==> config.mk <==
export PLATFORM = sky130hd
export DESIGN_NAME = lsu_wb_master
export DESIGN_NICKNAME = d
export VERILOG_FILES = /design/src/rtl/lsu_wb_master_pkg.sv /design/src/rtl/lsu_wb_master_align.sv /design/src/rtl/lsu_wb_master.sv
export SDC_FILE = /design/constraint.sdc
export NUM_CORES = 1
export LEC_CHECK = 0
export ABC_AREA = 0
export BUFFER_PORTS_ARGS = -buffer_cell sky130_fd_sc_hd__buf_4
export CAP_MARGIN = 20
export CORE_MARGIN = 2
export CORE_UTILIZATION = 49
export DETAILED_ROUTE_END_ITERATION = 8
export PLACE_DENSITY_LB_ADDON = 0.25
export SYNTH_ARGS = -nofsm -noshare
export SYNTH_HDL_FRONTEND = slang
export SYNTH_SLANG_ARGS = --single-unit
==> constraint.sdc <==
create_clock -name wb_clk_i -period 2.7 [get_ports wb_clk_i]
set_input_delay 0.135 -clock wb_clk_i [delete_from_list [all_inputs] [get_ports wb_clk_i]]
set_output_delay 0.135 -clock wb_clk_i [all_outputs]
set_load 0.02 [all_outputs]
==> src/rtl/lsu_wb_master_pkg.sv <==
// Shared encodings for the LSU Wishbone master: access sizes, FSM states and
// the alignment rule used to reject an access before any bus cycle starts.
package lsu_wb_master_pkg;

  localparam logic [1:0] SZ_BYTE = 2'b00;
  localparam logic [1:0] SZ_HALF = 2'b01;
  localparam logic [1:0] SZ_WORD = 2'b10;

  typedef enum logic [1:0] {
    IDLE     = 2'b00,
    STROBE   = 2'b01,
    WAIT_ACK = 2'b10,
    RESP     = 2'b11
  } lsu_state_e;

  // Size 11 is illegal and is reported the same way as a misaligned access.
  function automatic logic lsu_misaligned(input logic [1:0] size, input logic [1:0] addr_lo);
    logic bad;
    case (size)
      SZ_BYTE: bad = 1'b0;
      SZ_HALF: bad = addr_lo[0];
      SZ_WORD: bad = (addr_lo != 2'b00);
      default: bad = 1'b1;
    endcase
    return bad;
  endfunction

endpackage

==> src/rtl/lsu_wb_master_align.sv <==
// Combinational lane logic shared by bus masters: byte-enable generation,
// store-data replication and load-data extraction with sign/zero extension.
module lsu_align
  import lsu_wb_master_pkg::*;
(
  input  logic [1:0]  size_i,
  input  logic [1:0]  addr_lo_i,
  input  logic        unsigned_i,
  input  logic [31:0] wdata_i,
  input  logic [31:0] rdata_raw_i,
  output logic [3:0]  sel_o,
  output logic [31:0] wdata_o,
  output logic [31:0] rdata_o
);

  logic [31:0] shifted_s;

  assign shifted_s = rdata_raw_i >> {addr_lo_i, 3'b000};

  // Lane selection, store replication and load extension per access size.
  always_comb begin
    sel_o   = 4'b0000;
    wdata_o = 32'h0000_0000;
    rdata_o = 32'h0000_0000;
    case (size_i)
      SZ_BYTE: begin
        sel_o   = 4'b0001 << addr_lo_i;
        wdata_o = {4{wdata_i[7:0]}};
        rdata_o = unsigned_i ? {24'h00_0000, shifted_s[7:0]}
                             : {{24{shifted_s[7]}}, shifted_s[7:0]};
      end
      SZ_HALF: begin
        sel_o   = 4'b0011 << {addr_lo_i[1], 1'b0};
        wdata_o = {2{wdata_i[15:0]}};
        rdata_o = unsigned_i ? {16'h0000, shifted_s[15:0]}
                             : {{16{shifted_s[15]}}, shifted_s[15:0]};
      end
      SZ_WORD: begin
        sel_o   = 4'b1111;
        wdata_o = wdata_i;
        rdata_o = shifted_s;
      end
      default: begin
        sel_o   = 4'b0000;
        wdata_o = 32'h0000_0000;
        rdata_o = 32'h0000_0000;
      end
    endcase
  end

endmodule

==> src/rtl/lsu_wb_master.sv <==
// Single-outstanding load/store unit master on a pipelined Wishbone bus.
// Define LSU_WB_TIMEOUT_EN to abort an unanswered bus cycle after TIMEOUT_CYCLES.
module lsu_wb_master
  import lsu_wb_master_pkg::*;
#(
  parameter int TIMEOUT_CYCLES = 255
) (
  input  logic        wb_clk_i,
  input  logic        wb_rst_i,
  input  logic        req_valid_i,
  output logic        req_ready_o,
  input  logic        req_we_i,
  input  logic [31:0] req_addr_i,
  input  logic [31:0] req_wdata_i,
  input  logic [1:0]  req_size_i,
  input  logic        req_unsigned_i,
  output logic        resp_valid_o,
  output logic [31:0] resp_rdata_o,
  output logic        resp_err_o,
  output logic        wb_cyc_o,
  output logic        wb_stb_o,
  output logic        wb_we_o,
  output logic [31:0] wb_adr_o,
  output logic [31:0] wb_dat_o,
  output logic [3:0]  wb_sel_o,
  input  logic        wb_stall_i,
  input  logic        wb_ack_i,
  input  logic        wb_err_i,
  input  logic [31:0] wb_dat_i
);

  lsu_state_e  state_q;
  logic        ready_q, cyc_q, stb_q, we_q;
  logic [31:0] adr_q, dat_q, rdata_q;
  logic [3:0]  sel_q;
  logic        resp_valid_q, resp_err_q;
  logic [1:0]  size_q, addr_lo_q;
  logic        uns_q;

  logic [1:0]  al_size_s, al_addr_lo_s;
  logic [3:0]  al_sel_s;
  logic [31:0] al_wdata_s, al_rdata_s;
  logic        bus_done_s;

`ifdef LSU_WB_TIMEOUT_EN
  localparam int TMO_W = (TIMEOUT_CYCLES > 1) ? $clog2(TIMEOUT_CYCLES) : 1;
  localparam logic [TMO_W-1:0] TMO_LAST = TMO_W'(TIMEOUT_CYCLES - 1);
  logic [TMO_W-1:0] tmo_q;
  logic             tmo_hit_s;
  assign tmo_hit_s = (tmo_q == TMO_LAST);
`else
  logic unused_tmo_s;
  assign unused_tmo_s = (TIMEOUT_CYCLES == 0);
`endif

  assign bus_done_s = wb_ack_i | wb_err_i;

  // The aligner sees the live request while idle and the latched one afterwards.
  always_comb begin
    if (state_q == IDLE) begin
      al_size_s    = req_size_i;
      al_addr_lo_s = req_addr_i[1:0];
    end else begin
      al_size_s    = size_q;
      al_addr_lo_s = addr_lo_q;
    end
  end

  lsu_align u_align (
    .size_i      (al_size_s),
    .addr_lo_i   (al_addr_lo_s),
    .unsigned_i  (uns_q),
    .wdata_i     (req_wdata_i),
    .rdata_raw_i (wb_dat_i),
    .sel_o       (al_sel_s),
    .wdata_o     (al_wdata_s),
    .rdata_o     (al_rdata_s)
  );

  // Transaction FSM; every bus and response output is a register.
  always_ff @(posedge wb_clk_i) begin
    if (wb_rst_i) begin
      state_q      <= IDLE;
      ready_q      <= 1'b1;
      cyc_q        <= 1'b0;
      stb_q        <= 1'b0;
      we_q         <= 1'b0;
      adr_q        <= 32'h0000_0000;
      dat_q        <= 32'h0000_0000;
      sel_q        <= 4'b0000;
      resp_valid_q <= 1'b0;
      resp_err_q   <= 1'b0;
      rdata_q      <= 32'h0000_0000;
      size_q       <= 2'b00;
      addr_lo_q    <= 2'b00;
      uns_q        <= 1'b0;
`ifdef LSU_WB_TIMEOUT_EN
      tmo_q        <= {TMO_W{1'b0}};
`endif
    end else begin
      resp_valid_q <= 1'b0;
      case (state_q)
        IDLE: begin
          if (req_valid_i) begin
            ready_q   <= 1'b0;
            we_q      <= req_we_i;
            adr_q     <= {req_addr_i[31:2], 2'b00};
            sel_q     <= al_sel_s;
            dat_q     <= al_wdata_s;
            size_q    <= req_size_i;
            addr_lo_q <= req_addr_i[1:0];
            uns_q     <= req_unsigned_i;
            if (lsu_misaligned(req_size_i, req_addr_i[1:0])) begin
              state_q      <= RESP;
              resp_valid_q <= 1'b1;
              resp_err_q   <= 1'b1;
              rdata_q      <= 32'h0000_0000;
            end else begin
              state_q <= STROBE;
              cyc_q   <= 1'b1;
              stb_q   <= 1'b1;
`ifdef LSU_WB_TIMEOUT_EN
              tmo_q   <= {TMO_W{1'b0}};
`endif
            end
          end
        end
        STROBE, WAIT_ACK: begin
`ifdef LSU_WB_TIMEOUT_EN
          tmo_q <= tmo_q + 1'b1;
`endif
          // Error wins over ack; stores and errors always return zero data.
          if (bus_done_s) begin
            state_q      <= RESP;
            cyc_q        <= 1'b0;
            stb_q        <= 1'b0;
            resp_valid_q <= 1'b1;
            resp_err_q   <= wb_err_i;
            rdata_q      <= (wb_err_i || we_q) ? 32'h0000_0000 : al_rdata_s;
          end
`ifdef LSU_WB_TIMEOUT_EN
          else if (tmo_hit_s) begin
            state_q      <= RESP;
            cyc_q        <= 1'b0;
            stb_q        <= 1'b0;
            resp_valid_q <= 1'b1;
            resp_err_q   <= 1'b1;
            rdata_q      <= 32'h0000_0000;
          end
`endif
          else if ((state_q == STROBE) && !wb_stall_i) begin
            state_q <= WAIT_ACK;
            stb_q   <= 1'b0;
          end
        end
        RESP: begin
          state_q    <= IDLE;
          ready_q    <= 1'b1;
          resp_err_q <= 1'b0;
          rdata_q    <= 32'h0000_0000;
        end
        default: begin
          state_q <= IDLE;
          ready_q <= 1'b1;
          cyc_q   <= 1'b0;
          stb_q   <= 1'b0;
        end
      endcase
    end
  end

  assign req_ready_o  = ready_q;
  assign resp_valid_o = resp_valid_q;
  assign resp_err_o   = resp_err_q;
  assign resp_rdata_o = rdata_q;
  assign wb_cyc_o     = cyc_q;
  assign wb_stb_o     = stb_q;
  assign wb_we_o      = we_q;
  assign wb_adr_o     = adr_q;
  assign wb_dat_o     = dat_q;
  assign wb_sel_o     = sel_q;

endmodule

=== After elaboration in Yosys (flattened, before gate mapping) ===
Cells that the tools add are included.

* Memories: 0
* Bits in latches: 0
* Memory bits (read-only): 0
* Output and inout port bits: 106
* Register bits after elaboration: 111
* Bits of input ports: 106
* Logic and storage cells: 84
* Bits in writable memories: 0

* Reductions and logical operators: 16
* Div/mod/pow operators: 0
* $add $sub $neg: 0
* Multiplexer cells: 38
* Multiply operators: 0
* Bitwise gates (word level): 1
* Magnitude comparators: 0
* Eq/ne operators: 12
* Shift-type cells: 3

{| class="wikitable"
|+ Operator list
! kind !! number
|-
| $pmux W32 S3 || 3
|-
| $mux W32 || 6
|-
| $shr A32 B5 Y32 || 1
|-
| $mux W1 || 15
|-
| $mux W2 || 6
|-
| $pmux W4 S3 || 1
|-
| $eq A2 B2 Y1 const B || 4
|-
| $pmux W1 S2 || 4
|-
| $reduce_and A4 Y1 || 2
|-
| $eq A2 B1 Y1 const B || 3
|-
| $logic_not A2 Y1 || 3
|-
| $ne A2 B2 Y1 const B || 3
|-
| $pmux W1 S3 || 2
|-
| $pmux W2 S3 || 1
|-
| $reduce_and A2 Y1 || 3
|-
| $reduce_bool A2 Y1 || 3
|-
| $shl A1 B2 Y4 const A || 1
|-
| $shl A2 B2 Y4 const A || 1
|-
| $ne A3 B3 Y1 const B || 1
|-
| $reduce_and A3 Y1 || 1
|-
| $ne A2 B1 Y1 const B || 1
|-
| $reduce_or A2 Y1 || 1
|-
| $logic_and A1 B1 Y1 || 1
|-
| $logic_not A1 Y1 || 1
|-
| 2 further kinds || 2
|}

=== Logic depth before layout (Yosys ltp) ===
* Word-level depth: 8
* Gate-level depth with buffers: 10
* Gate-level depth less buffers: 7

=== By module ===
Synthesis repeated with hierarchy kept, for this count alone.

* Cells, all modules: 695
* Area, all modules: 5645.4 um^2

{| class="wikitable"
|+ By module, submodules not included
! module !! area an instance (um^2) !! times used !! cells an instance !! seq. area each (um^2)
|-
| lsu_wb_master || 4393.0 || 1 || 512 || 2222.1
|-
| lsu_align || 1252.5 || 1 || 183 || 0.0
|}

=== Least setup slack after synthesis ===
No wires, ideal clock.

* Path type: register -> register
* Start: register state_q[0]
* End: register rdata_q[23] (netlist: resp_rdata_o[23])
* Setup time: 0.145 ns
* Data required time: 2.555 ns
* Arrival: 2.022 ns
* Path buffers: 2
* Period minus slack after synthesis: 2.166 ns
* Stages on the path, launching flop included: 10
* Path slack: 0.534 ns
* Cells stage by stage: dfxtp_1 -> inv_1 -> ha_1 -> buf_6 -> mux2_4 -> mux2i_2 -> mux2i_4 -> a32oi_4 -> buf_6 -> a211oi_2

* Longest elaborated chain between the ends: 8
* Elaborated cells on any way between the ends: 21
* Those cells by class: eq/ne: 8; shift: 1; mux: 8; reduce/logical: 4

{| class="wikitable"
|+ RTL lines
! element !! RTL line !! text
|-
| from (decl) || lsu_wb_master.sv:32 || <nowiki>lsu_state_e state_q;</nowiki>
|-
| from (signal assigned) || lsu_wb_master.sv:83 || <nowiki>state_q <= IDLE;</nowiki>
|-
| from (signal assigned) || lsu_wb_master.sv:114 || <nowiki>state_q <= RESP;</nowiki>
|-
| from (signal assigned) || lsu_wb_master.sv:119 || <nowiki>state_q <= STROBE;</nowiki>
|-
| $logic_not A2 Y1 || lsu_wb_master.sv:60, lsu_wb_master.sv:102 ||
|-
| $mux W2 || lsu_wb_master.sv:60 || <nowiki>if (state_q == IDLE) begin</nowiki>
|-
| $shr A32 B5 Y32 || lsu_wb_master_align.sv:18 || <nowiki>assign shifted_s = rdata_raw_i >> {addr_lo_i, 3'b000};</nowiki>
|-
| $mux W32, on equally long branches || lsu_wb_master_align.sv:35, lsu_wb_master_align.sv:29 ||
|-
| $pmux W32 S3 || lsu_wb_master_align.sv:25 || <nowiki>case (size_i)</nowiki>
|-
| $mux W32 || lsu_wb_master.sv:139 || <nowiki>rdata_q <= (wb_err_i || we_q) ? 32'h0000_0000 : al_rdata_s;</nowiki>
|-
| $mux W32 || lsu_wb_master.sv:133 || <nowiki>if (bus_done_s) begin</nowiki>
|-
| $pmux W32 S3 || lsu_wb_master.sv:102 || <nowiki>case (state_q)</nowiki>
|-
| to (signal assigned) || lsu_wb_master.sv:139 ||
|-
| to (decl) || lsu_wb_master.sv:34 || <nowiki>logic [31:0] adr_q, dat_q, rdata_q;</nowiki>
|}

Several ways; a longest one is shown, not always the timed one. The select of a mux whose other input is x is not followed.
A chain may end at the register's enable or synchronous reset.

=== Worst setup path after layout ===
* Start: register state_q[1]
* End: register rdata_q[24] (netlist: resp_rdata_o[24])

The elaborated chain is that of the path after synthesis.

==> metrics.md <==
| Metric | Value |
|---|---|
| Tot GR Track Use | `approximately 30%` |
| Slew Viols, Final | `0` |
| Largest area contributor in the synthesized netlist | `dfxtp_1` |
| Period utilisation layout | `93.3%` |
| CTS buffer count | `9` |
| CP bufs+invs | `1` |
| Boundary pin count | `212` |
| Final worst slack | `0.182 ns` |
| Hold depth | `3` |
| Die extent in x | `107 um` |
| Max Fclk | `approximately 400 MHz` |
| Remaining Overflow, GRT | `0` |
| Peak supply drop | `between 0.6 and 0.7 mV` |
| # rows | `37` |
| CP max stage delay | `around 0.5 ns` |
| Hold wc startpoint | `req_addr_i[0]` |
| Layout Skew | `0.00916 ns` |
| Max Cap Viol | `0` |
| IO buf count | `209` |
| Crit path capture | `resp_rdata_o[24]` |
| RR Startpoint | `state_q[1]` |
| Layout cells sized above 1 | `31.6%` |
| Placed cell area | `roughly 7000 um^2` |
| GPL Wtd Cong | `about 0.96` |
| Clock root buffer | `clkbuf_8` |
| Multi-input logic area | `2730 um^2` |
| Pin count of the biggest net entering global routing | `62` |
| Hold_ws | `~0.027 ns` |
| R2r setup slk | `~0.18 ns` |
| Number of synthesized flops with an enable pin | `0` |
| Core area | `10,300 um^2` |
| Final Critical Period | `between 2 and 3 ns` |
| Pwr dens | `~970 nW/um^2` |
| Synth top area share | `a little over two fifths` |
| Required @ worst endpoint | `approximately 3.0 ns` |
| Fillcell total | `768` |
| Nets@finish | `roughly 970` |
| FF+latch count, synth | `around 110` |
| Post-route DRC | `0` |
| Register area | `~2200 um^2` |
| Routed vias/inst | `~5.7` |
| Worst EP arrival | `2.82 ns` |
| Ys async rst share | `0%` |
| Routed Antenna Nets | `0` |
| Critical-path maximum fanout | `12` |
| DR vias | `around 5,700` |
| Ys flop type | `dfxtp_1` |
| Clock Tree Buf Depth | `2` |
| Slowest CP cell | `or3_1` |
| Setup Fix Bufs, Post-CTS | `0` |
| H-tree levels | `3` |
| Syn Std Cell Area | `~5200 um^2` |
| Final Hold Viols | `0` |
| CTS clk-pin slew, worst paths | `approximately 0.11 ns` |
| Critical R2R Capture | `resp_rdata_o[24]` |
| Slew margin rel. | `a little over two fifths` |
| P_leak | `0.00320 uW` |
| Synth area leaders | `dfxtp_1 43%, nand2_1 11%, a21oi_1 7.7%` |
| Most frequent cells in the layout | `222 x buf_4, 154 x nand2_1, 111 x dfxtp_1` |
| Crit Path Class | `reg2reg` |
| Fin cells | `about 1,000` |
| Tightest Hold Check Type | `in2reg` |
| Die height | `~110 um` |
| Placed insts | `951` |
| Worst R2R Path Depth | `7` |
| Most common cell after layout, fill and taps aside | `buf_4` |
| Seq/Total Area, Yosys | `42.6%` |
| Post-synth cell types | `47` |
| Routed WL | `~18,000 um` |
| Final core utilization | `roughly 73%` |
| CTS tree | `yes` |
| Crit path depth | `7` |
| Pre-antenna DRT Iters | `5` |
| Final setup vio count | `0` |
| Critical Path Start | `state_q[1]` |
| Sink Count | `between 100 and 150` |
| Status | `complete, no violations` |
| Overall die area | `11,500 um^2` |
| Pre-CTS setup slack | `-0.00829 ns` |
| Worst-Margin Slew | `0.827 ns` |
| Largest delay share family, worst path | `simple AND/OR/NAND/NOR gates` |
| WL/cell | `between 15 and 20 um` |
| First-pass GRT wire length | `27,300 um` |
| Vias in the first global route | `~5,400` |
| Crit. End Element | `flip-flop` |
| CP startpoint kind | `flip-flop` |
| Area Overhead vs Synth | `43.8%` |
| Post-DP HPWL | `approximately 12,000 um` |
| Fin area | `7500 um^2` |
| Initial drt markers | `between 400 and 500` |
| N_diodes | `0` |
| RSZ-0062 raised after global routing | `no` |
| CP Cell Sequence | `inv_1 > ha_2 > mux2_2 > or3_1 > nor2_4 > a22oi_1 > a211oi_2` |
| Avg Cell Area, Syn | `roughly 8 um^2` |
| Clock Latency Late Sink | `~0.4 ns` |
| Post-Syn Instances | `between 600 and 700` |
| Initial antenna violation count | `0` |
| Synth warn | `0` |
| Initial Utilization | `50.5%` |
[layer usage]
metal  share of wire, %  up-vias  global-route usage, %
li1                   -     2698                      -
met1                 41     2698                   38.2
met2                 48      290                   49.2
met3                8.1       45                   5.47
met4                2.9        0                   12.0
met5                  0        -                      0
[how the worst min path moves through the flow]
| stage | to | slack (ns) |
|---|---|---|
| 2_1_floorplan | uns_q | 0.27 |
| 3_3_place_gp | wb_adr_o[28] | 0.38 |
| 3_5_place_dp | wb_adr_o[16] | 0.39 |
| 4_1_cts | addr_lo_q[0] | 0.01 |
| 5_1_grt | wb_dat_o[3] | 0.03 |
| 6_report | addr_lo_q[0] | 0.03 |
[stage by stage]
step / TNS (ns) / total power (uW)
detailed placement: -0.00829 / 6050
CTS: 0 / 7250
global placement: 0 / 5910
floorplan: 0 / 4700
finish: 0 / 7280
global route: 0 / 7690
[timing repair]
action                     CTS  global route
setup endpoints to repair    2             0
resized for setup            1             0
hold endpoints to repair    32             0
hold buffers                32             0
[registers in the layout, indices dropped and copies added, names as in the netlist, 2 cells and up]
register      flops
resp_rdata_o     32
size_q            2
addr_lo_q         2
wb_sel_o          4
wb_dat_o         32
wb_adr_o         30
state_q           2
[cell families after synthesis]
kind of cell | synth area share (%)
adder cells (fa/ha/maj) | 0.960
multiplexers | 4.85
AO/OA/AOI/OAI | 25.1
other | 0.0719
XOR/XNOR | 0.336
flip-flops | 42.6
buffers and inverters | 5.56
AND/OR/NAND/NOR | 20.5
[synthesized netlist by cell type (2+ instances only)]
cell / n
nand2b_1: 2
mux2i_4: 3
nor2_1: 52
a311oi_1: 9
nor2b_1: 2
a221oi_1: 24
a21o_1: 2
o21ai_0: 9
buf_2: 10
nor3_1: 24
a32oi_1: 7
nand2_1: 155
nand3_1: 8
ha_1: 4
a22oi_1: 21
nand3b_1: 2
and3_1: 2
buf_6: 2
mux2i_1: 13
buf_4: 8
a211oi_1: 8
mux2_4: 2
a21oi_1: 80
inv_1: 6
or3_1: 3
dfxtp_1: 111
clkbuf_1: 36
a211oi_2: 10
o2bb2ai_1: 8
[final cells by class]
type,instances,area share (%)
multi-input cells,469,36.3
repair buffers,261,28.4
clock inverters,6,1.30
inverters,6,0.300
flip-flops and latches,111,29.6
clock buffers,10,1.83
well taps,136,2.27
[power by group]
group | internal, uW | switching (uW)
Combinational | 1560 | 2400
Clock | 563 | 608
Sequential | 1950 | 196
Total | 4070 | 3210
[worst register-to-register path: stages (launching register included)]
cell and delay, ns:
dfxtp_1 0.34, inv_1 0.12, ha_2 0.44, mux2_2 0.41, or3_1 0.50, nor2_4 0.28, a22oi_1 0.11, a211oi_2 0.24
Power figures use the tool's default switching activity.
